==> config.mk <==
export PLATFORM = sky130hd
export DESIGN_NAME = conv_win_addr_gen
export DESIGN_NICKNAME = d
export VERILOG_FILES = /design/src/rtl/conv_l1_pkg.sv /design/src/rtl/cnt_down.sv /design/src/rtl/conv_win_addr_gen.sv
export SDC_FILE = /design/constraint.sdc
export NUM_CORES = 1
export LEC_CHECK = 0
export BUFFER_PORTS_ARGS = -buffer_cell sky130_fd_sc_hd__buf_2
export CORE_ASPECT_RATIO = 0.9
export CORE_MARGIN = 3
export CORE_UTILIZATION = 55
export CTS_CLUSTER_SIZE = 10
export DETAILED_ROUTE_END_ITERATION = 8
export MAX_ROUTING_LAYER = met4
export PLACE_DENSITY = 0.69
export SYNTH_ARGS = -nofsm -noshare
export SYNTH_HDL_FRONTEND = slang
export SYNTH_SLANG_ARGS = --single-unit
==> constraint.sdc <==
create_clock -name cnt_clk -period 3.1 [get_ports cnt_clk]
set_input_delay 0.775 -clock cnt_clk [delete_from_list [all_inputs] [get_ports cnt_clk]]
set_output_delay 0.775 -clock cnt_clk [all_outputs]
set_load 0.05 [all_outputs]
==> src/rtl/conv_l1_pkg.sv <==
// Shared types and geometry for the layer-1 convolution engine.
// Counter widths are derived from the kernel size and the output-map size.
package conv_l1_pkg;

   localparam int IMG_W  = 32;
   localparam int IMG_H  = 32;
   localparam int K      = 5;
   localparam int OUT_W  = IMG_W - K + 1;
   localparam int OUT_H  = IMG_H - K + 1;
   localparam int ADDR_W = 10;

   localparam int KW  = $clog2(K);
   localparam int OXW = $clog2(OUT_W);
   localparam int OYW = $clog2(OUT_H);

   typedef logic [ADDR_W-1:0] addr_t;

   typedef enum logic [1:0] {
      IDLE = 2'd0,
      RUN  = 2'd1,
      DONE = 2'd2
   } state_t;

endpackage

==> src/rtl/cnt_down.sv <==
// Down-counter that reloads LD_VAL after reaching zero.
// The terminal count (cnt == 0) is decoded by the user of the counter.
module cnt_down #(
   parameter int          W      = 4,
   parameter logic [W-1:0] LD_VAL = '0
) (
   input  logic         cnt_clk,
   input  logic         cnt_rstn,
   input  logic         clr,
   input  logic         cnt_en,
   output logic [W-1:0] cnt
);

   always_ff @(posedge cnt_clk or negedge cnt_rstn) begin
      if (!cnt_rstn) begin
         cnt <= LD_VAL;
      end else if (clr) begin
         cnt <= LD_VAL;
      end else if (cnt_en) begin
         if (cnt == '0) cnt <= LD_VAL;
         else           cnt <= cnt - W'(1);
      end
   end

endmodule

==> src/rtl/conv_win_addr_gen.sv <==
// Sliding-window read-address generator: walks every KxK window in raster
// order, one linear SRAM address per tap, built incrementally from two bases.
//
// state | meaning
// IDLE  | waiting for start, rd_valid low
// RUN   | presenting taps, advancing on rd_valid & rd_ready
// DONE  | one-cycle done pulse after the final tap was accepted
module conv_win_addr_gen
   import conv_l1_pkg::*;
(
   input  logic              cnt_clk,
   input  logic              cnt_rstn,
   input  logic              start,
   input  logic              abort,
   input  logic              rd_ready,
   output logic              rd_valid,
   output logic [ADDR_W-1:0] rd_addr,
   output logic              win_first,
   output logic              win_last,
   output logic              busy,
   output logic              done
);

   localparam addr_t STEP_COL  = addr_t'(1);
   localparam addr_t STEP_ROW  = addr_t'(IMG_W);
   localparam addr_t STEP_WRAP = addr_t'(K);

   localparam logic [KW-1:0]  KX_LD  = KW'(K - 1);
   localparam logic [KW-1:0]  KX_ONE = KW'(1);
   localparam logic [OXW-1:0] OX_LD  = OXW'(OUT_W - 1);
   localparam logic [OYW-1:0] OY_LD  = OYW'(OUT_H - 1);

   state_t         state;
   addr_t          win_base;
   addr_t          row_base;
   addr_t          next_win;
   logic [KW-1:0]  kx_cnt;
   logic [KW-1:0]  ky_cnt;
   logic [OXW-1:0] ox_cnt;
   logic [OYW-1:0] oy_cnt;
   logic           accept;
   logic           kx_wrap, ky_wrap, ox_wrap, oy_wrap;
   logic           ky_en, ox_en, oy_en;
   logic           last_tap;
   logic           cnt_clr;

   assign accept   = (state == RUN) & rd_valid & rd_ready;
   assign kx_wrap  = (kx_cnt == '0);
   assign ky_wrap  = (ky_cnt == '0);
   assign ox_wrap  = (ox_cnt == '0);
   assign oy_wrap  = (oy_cnt == '0);
   assign ky_en    = accept & kx_wrap;
   assign ox_en    = ky_en & ky_wrap;
   assign oy_en    = ox_en & ox_wrap;
   assign last_tap = kx_wrap & ky_wrap & ox_wrap & oy_wrap;
   assign cnt_clr  = abort | (state == DONE);

   // Last window of a row steps +K to land on the first window of the next row.
   assign next_win = win_base + (ox_wrap ? STEP_WRAP : STEP_COL);

   cnt_down #(.W(KW),  .LD_VAL(KX_LD)) u_kx (
      .cnt_clk(cnt_clk), .cnt_rstn(cnt_rstn), .clr(cnt_clr), .cnt_en(accept), .cnt(kx_cnt));
   cnt_down #(.W(KW),  .LD_VAL(KX_LD)) u_ky (
      .cnt_clk(cnt_clk), .cnt_rstn(cnt_rstn), .clr(cnt_clr), .cnt_en(ky_en),  .cnt(ky_cnt));
   cnt_down #(.W(OXW), .LD_VAL(OX_LD)) u_ox (
      .cnt_clk(cnt_clk), .cnt_rstn(cnt_rstn), .clr(cnt_clr), .cnt_en(ox_en),  .cnt(ox_cnt));
   cnt_down #(.W(OYW), .LD_VAL(OY_LD)) u_oy (
      .cnt_clk(cnt_clk), .cnt_rstn(cnt_rstn), .clr(cnt_clr), .cnt_en(oy_en),  .cnt(oy_cnt));

   always_ff @(posedge cnt_clk or negedge cnt_rstn) begin
      if (!cnt_rstn) begin
         state     <= IDLE;
         rd_valid  <= 1'b0;
         rd_addr   <= '0;
         win_first <= 1'b0;
         win_last  <= 1'b0;
         busy      <= 1'b0;
         done      <= 1'b0;
         win_base  <= '0;
         row_base  <= '0;
      end else if (abort) begin
         state     <= IDLE;
         rd_valid  <= 1'b0;
         rd_addr   <= '0;
         win_first <= 1'b0;
         win_last  <= 1'b0;
         busy      <= 1'b0;
         done      <= 1'b0;
         win_base  <= '0;
         row_base  <= '0;
      end else begin
         case (state)
            IDLE: begin
               done <= 1'b0;
               if (start) begin
                  state     <= RUN;
                  rd_valid  <= 1'b1;
                  rd_addr   <= '0;
                  win_first <= 1'b1;
                  win_last  <= 1'b0;
                  busy      <= 1'b1;
                  win_base  <= '0;
                  row_base  <= '0;
               end
            end
            RUN: begin
               if (accept) begin
                  if (last_tap) begin
                     state     <= DONE;
                     rd_valid  <= 1'b0;
                     rd_addr   <= '0;
                     win_first <= 1'b0;
                     win_last  <= 1'b0;
                     done      <= 1'b1;
                     win_base  <= '0;
                     row_base  <= '0;
                  end else if (!kx_wrap) begin
                     rd_addr   <= rd_addr + STEP_COL;
                     win_first <= 1'b0;
                     win_last  <= ky_wrap & (kx_cnt == KX_ONE);
                  end else if (!ky_wrap) begin
                     row_base  <= row_base + STEP_ROW;
                     rd_addr   <= row_base + STEP_ROW;
                     win_first <= 1'b0;
                     win_last  <= 1'b0;
                  end else begin
                     win_base  <= next_win;
                     row_base  <= next_win;
                     rd_addr   <= next_win;
                     win_first <= 1'b1;
                     win_last  <= 1'b0;
                  end
               end
            end
            DONE: begin
               state <= IDLE;
               done  <= 1'b0;
               busy  <= 1'b0;
            end
            default: begin
               state    <= IDLE;
               rd_valid <= 1'b0;
               busy     <= 1'b0;
               done     <= 1'b0;
            end
         endcase
      end
   end

endmodule

---- Yosys cells after proc, flatten, opt, wreduce, memory -nomap -nowiden ----
Cells that the tools add are included.
storage, ports and cells
  output and inout bits ................... 15
  memory bits (read-only) ................. 0
  latch bits .............................. 0
  memories kept ........................... 0
  memory bits (writable) .................. 0
  register bits after elaboration ......... 53
  input port bits ......................... 5
operators by class
  eq/ne operators ......................... 10
  add/subtract/negate cells ............... 7
  bitwise gates (word level) .............. 10
  multiply operators ...................... 0
  mux-type cells .......................... 59
  magnitude comparators ................... 0
  divide/modulo/power cells ............... 0
  shift operators ......................... 0
  reductions and logical operators ........ 17
operators with widths
  kind                   number
  $mux 10                15
  $pmux 10 s2            3
  $mux 5                 6
  $mux 3                 7
  $mux 1                 19
  $add 10x1->10 const B  1
  $add 10x3->10          1
  $add 10x6->10 const B  1
  $logic_not 5->1        2
  $sub 5x1->5 const B    2
  $and 1x1->1            9
  $ne 3x3->1 const B     3
  $mux 2                 4
  $ne 4x4->1 const B     2
  $reduce_and 4->1       2
  $reduce_bool 2->1      4
  $logic_not 3->1        2
  $pmux 1 s2             3
  $reduce_and 3->1       2
  $sub 3x1->3 const B    2
  $reduce_and 5->1       1
  $ne 2x2->1 const B     2
  $pmux 2 s2             1
  $reduce_and 2->1       2
  other kinds (7)        7

---- Longest topological paths before layout ----
  depth in word-level cells ............... 9
  mapped depth ............................ 9
  depth with buffers taken out ............ 9

---- Modules after synthesis ----
From an unflattened synthesis, not the netlist that was laid out.
second synthesis, totals
  cells, all modules ...................... 318
  area, all modules ....................... 3009.1 µm²
by module, submodules not included
  module                cells an instance  area an instance (µm²)  times used
  conv_win_addr_gen     238                2173.3                  1
  cnt_down at u_ox ...  24                 267.8                   2
  cnt_down at u_kx ...  16                 150.1                   2

---- Worst setup path before layout ----
Ideal clock, no wire load.
  kind .................................... register to register
  from .................................... reg u_ox.cnt[0]
  to ...................................... reg rd_addr[9]
  data required time ...................... 2.996 ns
  clock period less this slack ............ 2.427 ns
  stages on the path, launching flop included .. 10
  arrival ................................. 2.323 ns
  path slack .............................. 0.673 ns
  buffers on the path ..................... 0
  path through ............................ dfstp_2 > inv_1 > ha_1 > nor4b_4 > ha_1 > a31oi_2 > nor4b_1 > nand2b_1 > a311o_1 > o311ai_1
on the way
  longest elaborated chain between the ends .. 9
RTL lines
  item                      RTL line                  source
  start: declaration        cnt_down.sv:11            output logic [W-1:0] cnt
  start signal: assignment  cnt_down.sv:21            else cnt <= cnt - W'(1);
  $logic_not 5->1 *         conv_win_addr_gen.sv:50   assign ox_wrap = (ox_cnt == '0);
  $mux 3                    conv_win_addr_gen.sv:59   assign next_win = win_base + (ox_wrap ? STEP_WRAP : STEP_COL);
  $add 10x3->10             conv_win_addr_gen.sv:59
  $mux 10                   conv_win_addr_gen.sv:121  end else if (!ky_wrap) begin
  $mux 10                   conv_win_addr_gen.sv:117  end else if (!kx_wrap) begin
  $mux 10 *                 conv_win_addr_gen.sv:108  if (last_tap) begin
  $mux 10 *                 conv_win_addr_gen.sv:107  if (accept) begin
  $pmux 10 s2 *             conv_win_addr_gen.sv:92   case (state)
  $mux 10 *                 conv_win_addr_gen.sv:81   end else if (abort) begin
  end signal: assignment    conv_win_addr_gen.sv:118  rd_addr <= rd_addr + STEP_COL;
  end signal: assignment    conv_win_addr_gen.sv:123  rd_addr <= row_base + STEP_ROW;
  end signal: assignment    conv_win_addr_gen.sv:129  rd_addr <= next_win;
  end: declaration          conv_win_addr_gen.sv:17   output logic [ADDR_W-1:0] rd_addr,
Every way passes the cells marked *; elsewhere a longest branch is shown, timed or not. The select of a mux whose other input is x is not followed.
A chain may end at the register's enable or synchronous reset.

---- Worst setup path after layout ----
Ends and elaborated chain as after synthesis.

==> impl_metrics.json <==
{
  "p_leak_nw": 1.541,
  "r2r-end": "rd_addr[9]",
  "synthTopCellsByCount": "dfrtp_1 (43), nand2_1 (38), nor2_1 (30), o21ai_0 (28), a21oi_1 (18)",
  "cts_tree": "built",
  "clk_latency_ns": 0.30,
  "gp_congestion": 0.8149,
  "fin_crit_ns": 2.756,
  "critPathKind": "flip-flop to flip-flop",
  "area_delta_synth_final_pct": 9.789,
  "cts_resized": 0,
  "antenna_found_initial": 0,
  "hold_buffers": 0,
  "hold_class": "primary input to asynchronous set/reset pin",
  "p_per_area_mw_per_mm2": 405.4,
  "critPathRequiredTime_ns": 3.31,
  "syn_area_per_cell_um2": 9.320,
  "r2r_setup_slack_ns": 0.34,
  "pin_count": 20,
  "fin_setup_tns_ns": 0,
  "dp_hpwl_mm": 4.696,
  "reg2reg_depth": 9,
  "cap_violations": 0,
  "intPower_mw": 1.013,
  "synth_area_leader_cell": "dfrtp_1",
  "yosysWarnings": 0,
  "first_pass_iters": 4,
  "cpPeakStageDelay_ns": 0.56,
  "slew_headroom": 0.5982,
  "drc": 0,
  "clock_skew_ns": 0.004969,
  "synthTopCellsByArea": "dfrtp_1 (36%), dfstp_2 (8.7%), nand2_1 (4.7%)",
  "status": "finished, final reports clean",
  "postCtsSetupRepairBufs": 0,
  "cp-end-kind": "flip-flop",
  "crit_path_cell_trace": "inv_1, ha_1, nor4b_4, ha_1, a31oi_2, nor4b_1, nand2b_1, a311o_1, o311ai_1",
  "grt_pass1_vias": 2179,
  "drive_gt1_frac": 0.1695,
  "synth_area_mm2": 0.003029,
  "start_kind": "flip-flop",
  "pwr-share-clk": 0.360,
  "rsz0062_at_grt": "no",
  "r2r_start": "u_ox.cnt[0]",
  "setup_viol": 0,
  "coreArea_mm2": 0.005075,
  "fmax_mhz": 362.8,
  "wl_per_cell_um": 15.30,
  "crit_arrival_ns": 2.97,
  "vias": 2394,
  "grt_pass1_wl_mm": 10.71,
  "path_max_fanout": 7,
  "p_sw_mw": 0.3347,
  "sw_frac_of_total": 0.2483,
  "cp_num_buf_inv": 1,
  "path_delay_family": "simple AND/OR/NAND/NOR gates",
  "power_frac_comb": 0.100,
  "grt_max_degree": 28,
  "die_h_um": 76.41,
  "drtIter0Drc": 224,
  "cts_sinks": 53,
  "tightestPinTransition_ns": 0.5986,
  "ys_seq_elements": 53,
  "placementRows": 24,
  "path_clk_slew_ns": 0.09,
  "dieArea_mm2": 0.006435,
  "max-vdd-ir-drop_uv": 386.4,
  "ant_nets": 0,
  "crit_start": "u_ox.cnt[0]",
  "vias_per_cell": 5.797,
  "synth_ff_type": "dfrtp_1",
  "critPathSlowestCell": "dfstp_2",
  "routed_wl_mm": 6.319,
  "period_share": 0.8891,
  "cts_made_buffers": 5,
  "netlist.area_leader.share": 0.3552,
  "grt_overflow": 0,
  "hold_viol_final": 0,
  "die_width_um": 84.23,
  "pwr-share-seq": 0.539,
  "seq_area_frac_synth": 0.4420,
  "fill_cells": 423,
  "fin_hold_ws_ns": 0.4645,
  "synthCells": 325,
  "drv_slew": 0,
  "crit_top_cell": "ha_1",
  "synth_cell_types": 60,
  "synth_edf_count": 0,
  "cts_root_buf": "clkbuf_8",
  "gr-usage-all-layers": 0.2112,
  "io_buffers": 19,
  "async_reset_ff_frac": 1.000,
  "num-nets-final": 361,
  "yosysMostFrequentCell": "dfrtp_1",
  "syn-num-nets": 339,
  "cts.path.max_buffers": 2,
  "diodes": 0,
  "start_util": 0.5969,
  "cts_htree_levels": 2
}
-- area by class of cell --
class / instances / area, µm² / share of cell area
timing repair buffer: 28 / 162.7 / 0.04891
multi-input combinational: 245 / 1574 / 0.4733
inverter: 14 / 52.55 / 0.01580
clock buffer: 7 / 86.33 / 0.02596
clock inverter: 1 / 30.03 / 0.009029
tap: 65 / 81.33 / 0.02445
sequential: 53 / 1339 / 0.4026
-- registers in the layout, indices dropped and copies added (netlist names) --
name / flops
rd_addr: 10
done: 1
u_ox.cnt: 5
rd_valid: 1
win_first: 1
u_ky.cnt: 3
u_oy.cnt: 5
state: 2
u_kx.cnt: 3
win_base: 10
busy: 1
win_last: 1
row_base: 10
-- power groups by stage --
stage / Sequential (mW) / Clock, mW / Combinational [mW]
after global routing: 0.730 / 0.532 / 0.151
after floorplan: 0.755 / 0 / 0.0696
after global placement: 0.739 / 0 / 0.134
after detailed placement: 0.740 / 0 / 0.137
final: 0.727 / 0.485 / 0.135
after CTS: 0.727 / 0.504 / 0.137
-- cell families (layout without fill, tap and decap cells) --
logic type               count (synthesis)  in the layout  synth area share
AO/OA/AOI/OAI                           89             89            0.1962
XOR/XNOR                                15             15           0.04337
multiplexers                             5              5           0.01652
adder cells (fa/ha/maj)                  9              9           0.03718
flip-flops                              53             53            0.4420
buffers and inverters                   27             50           0.03841
AND/OR/NAND/NOR                        127            127            0.2264
-- routing by layer --
metal,vias to the layer above,global-route usage,part of all wire
li1,1207,-,-
met1,1120,0.3205,0.52
met2,60,0.2886,0.42
met3,7,0.03459,0.050
met4,0,0.06109,0.011
met5,-,-,0
-- layout by cell type, fill, tap and decap left out, drive strengths merged, types with 4 or more instances in the layout --
master | Yosys | final
xnor2 | 12 | 12
buf | 6 | 28
o211ai | 4 | 4
a21o | 5 | 5
nand2b | 6 | 6
dfrtp | 43 | 43
a21oi | 18 | 18
nor2 | 31 | 31
o21ai | 30 | 30
a31oi | 4 | 4
dfstp | 10 | 10
ha | 9 | 9
nand4 | 4 | 4
clkbuf | 7 | 7
a22o | 5 | 5
mux2i | 5 | 5
inv | 14 | 14
nand2 | 40 | 40
nand3 | 11 | 11
nor3 | 15 | 15
-- per-stage QoR --
stage	cell area, µm²	worst slack, ns	util	total power [mW]	cells
final	3326	0.3438	0.6553	1.348	413
after global routing	3326	0.1842	0.6553	1.413	413
after CTS	3326	0.3473	0.6553	1.369	413
after detailed placement	3209	0.3723	0.6324	0.8771	405
after global placement	3209	0.5152	0.6324	0.8739	405
after floorplan	3029	0.6727	-	0.8243	325
-- worst max path at each step --
stage                     cells after the start  slack [ns]         end
after floorplan                               9        0.67  rd_addr[9]
after global placement                        9        0.52  rd_addr[9]
after detailed placement                      9        0.37  rd_addr[9]
after CTS                                     9        0.35  rd_addr[9]
after global routing                          9        0.18  rd_addr[9]
final                                         9        0.34  rd_addr[9]
No activity file was read; power rests on OpenSTA's default activity.
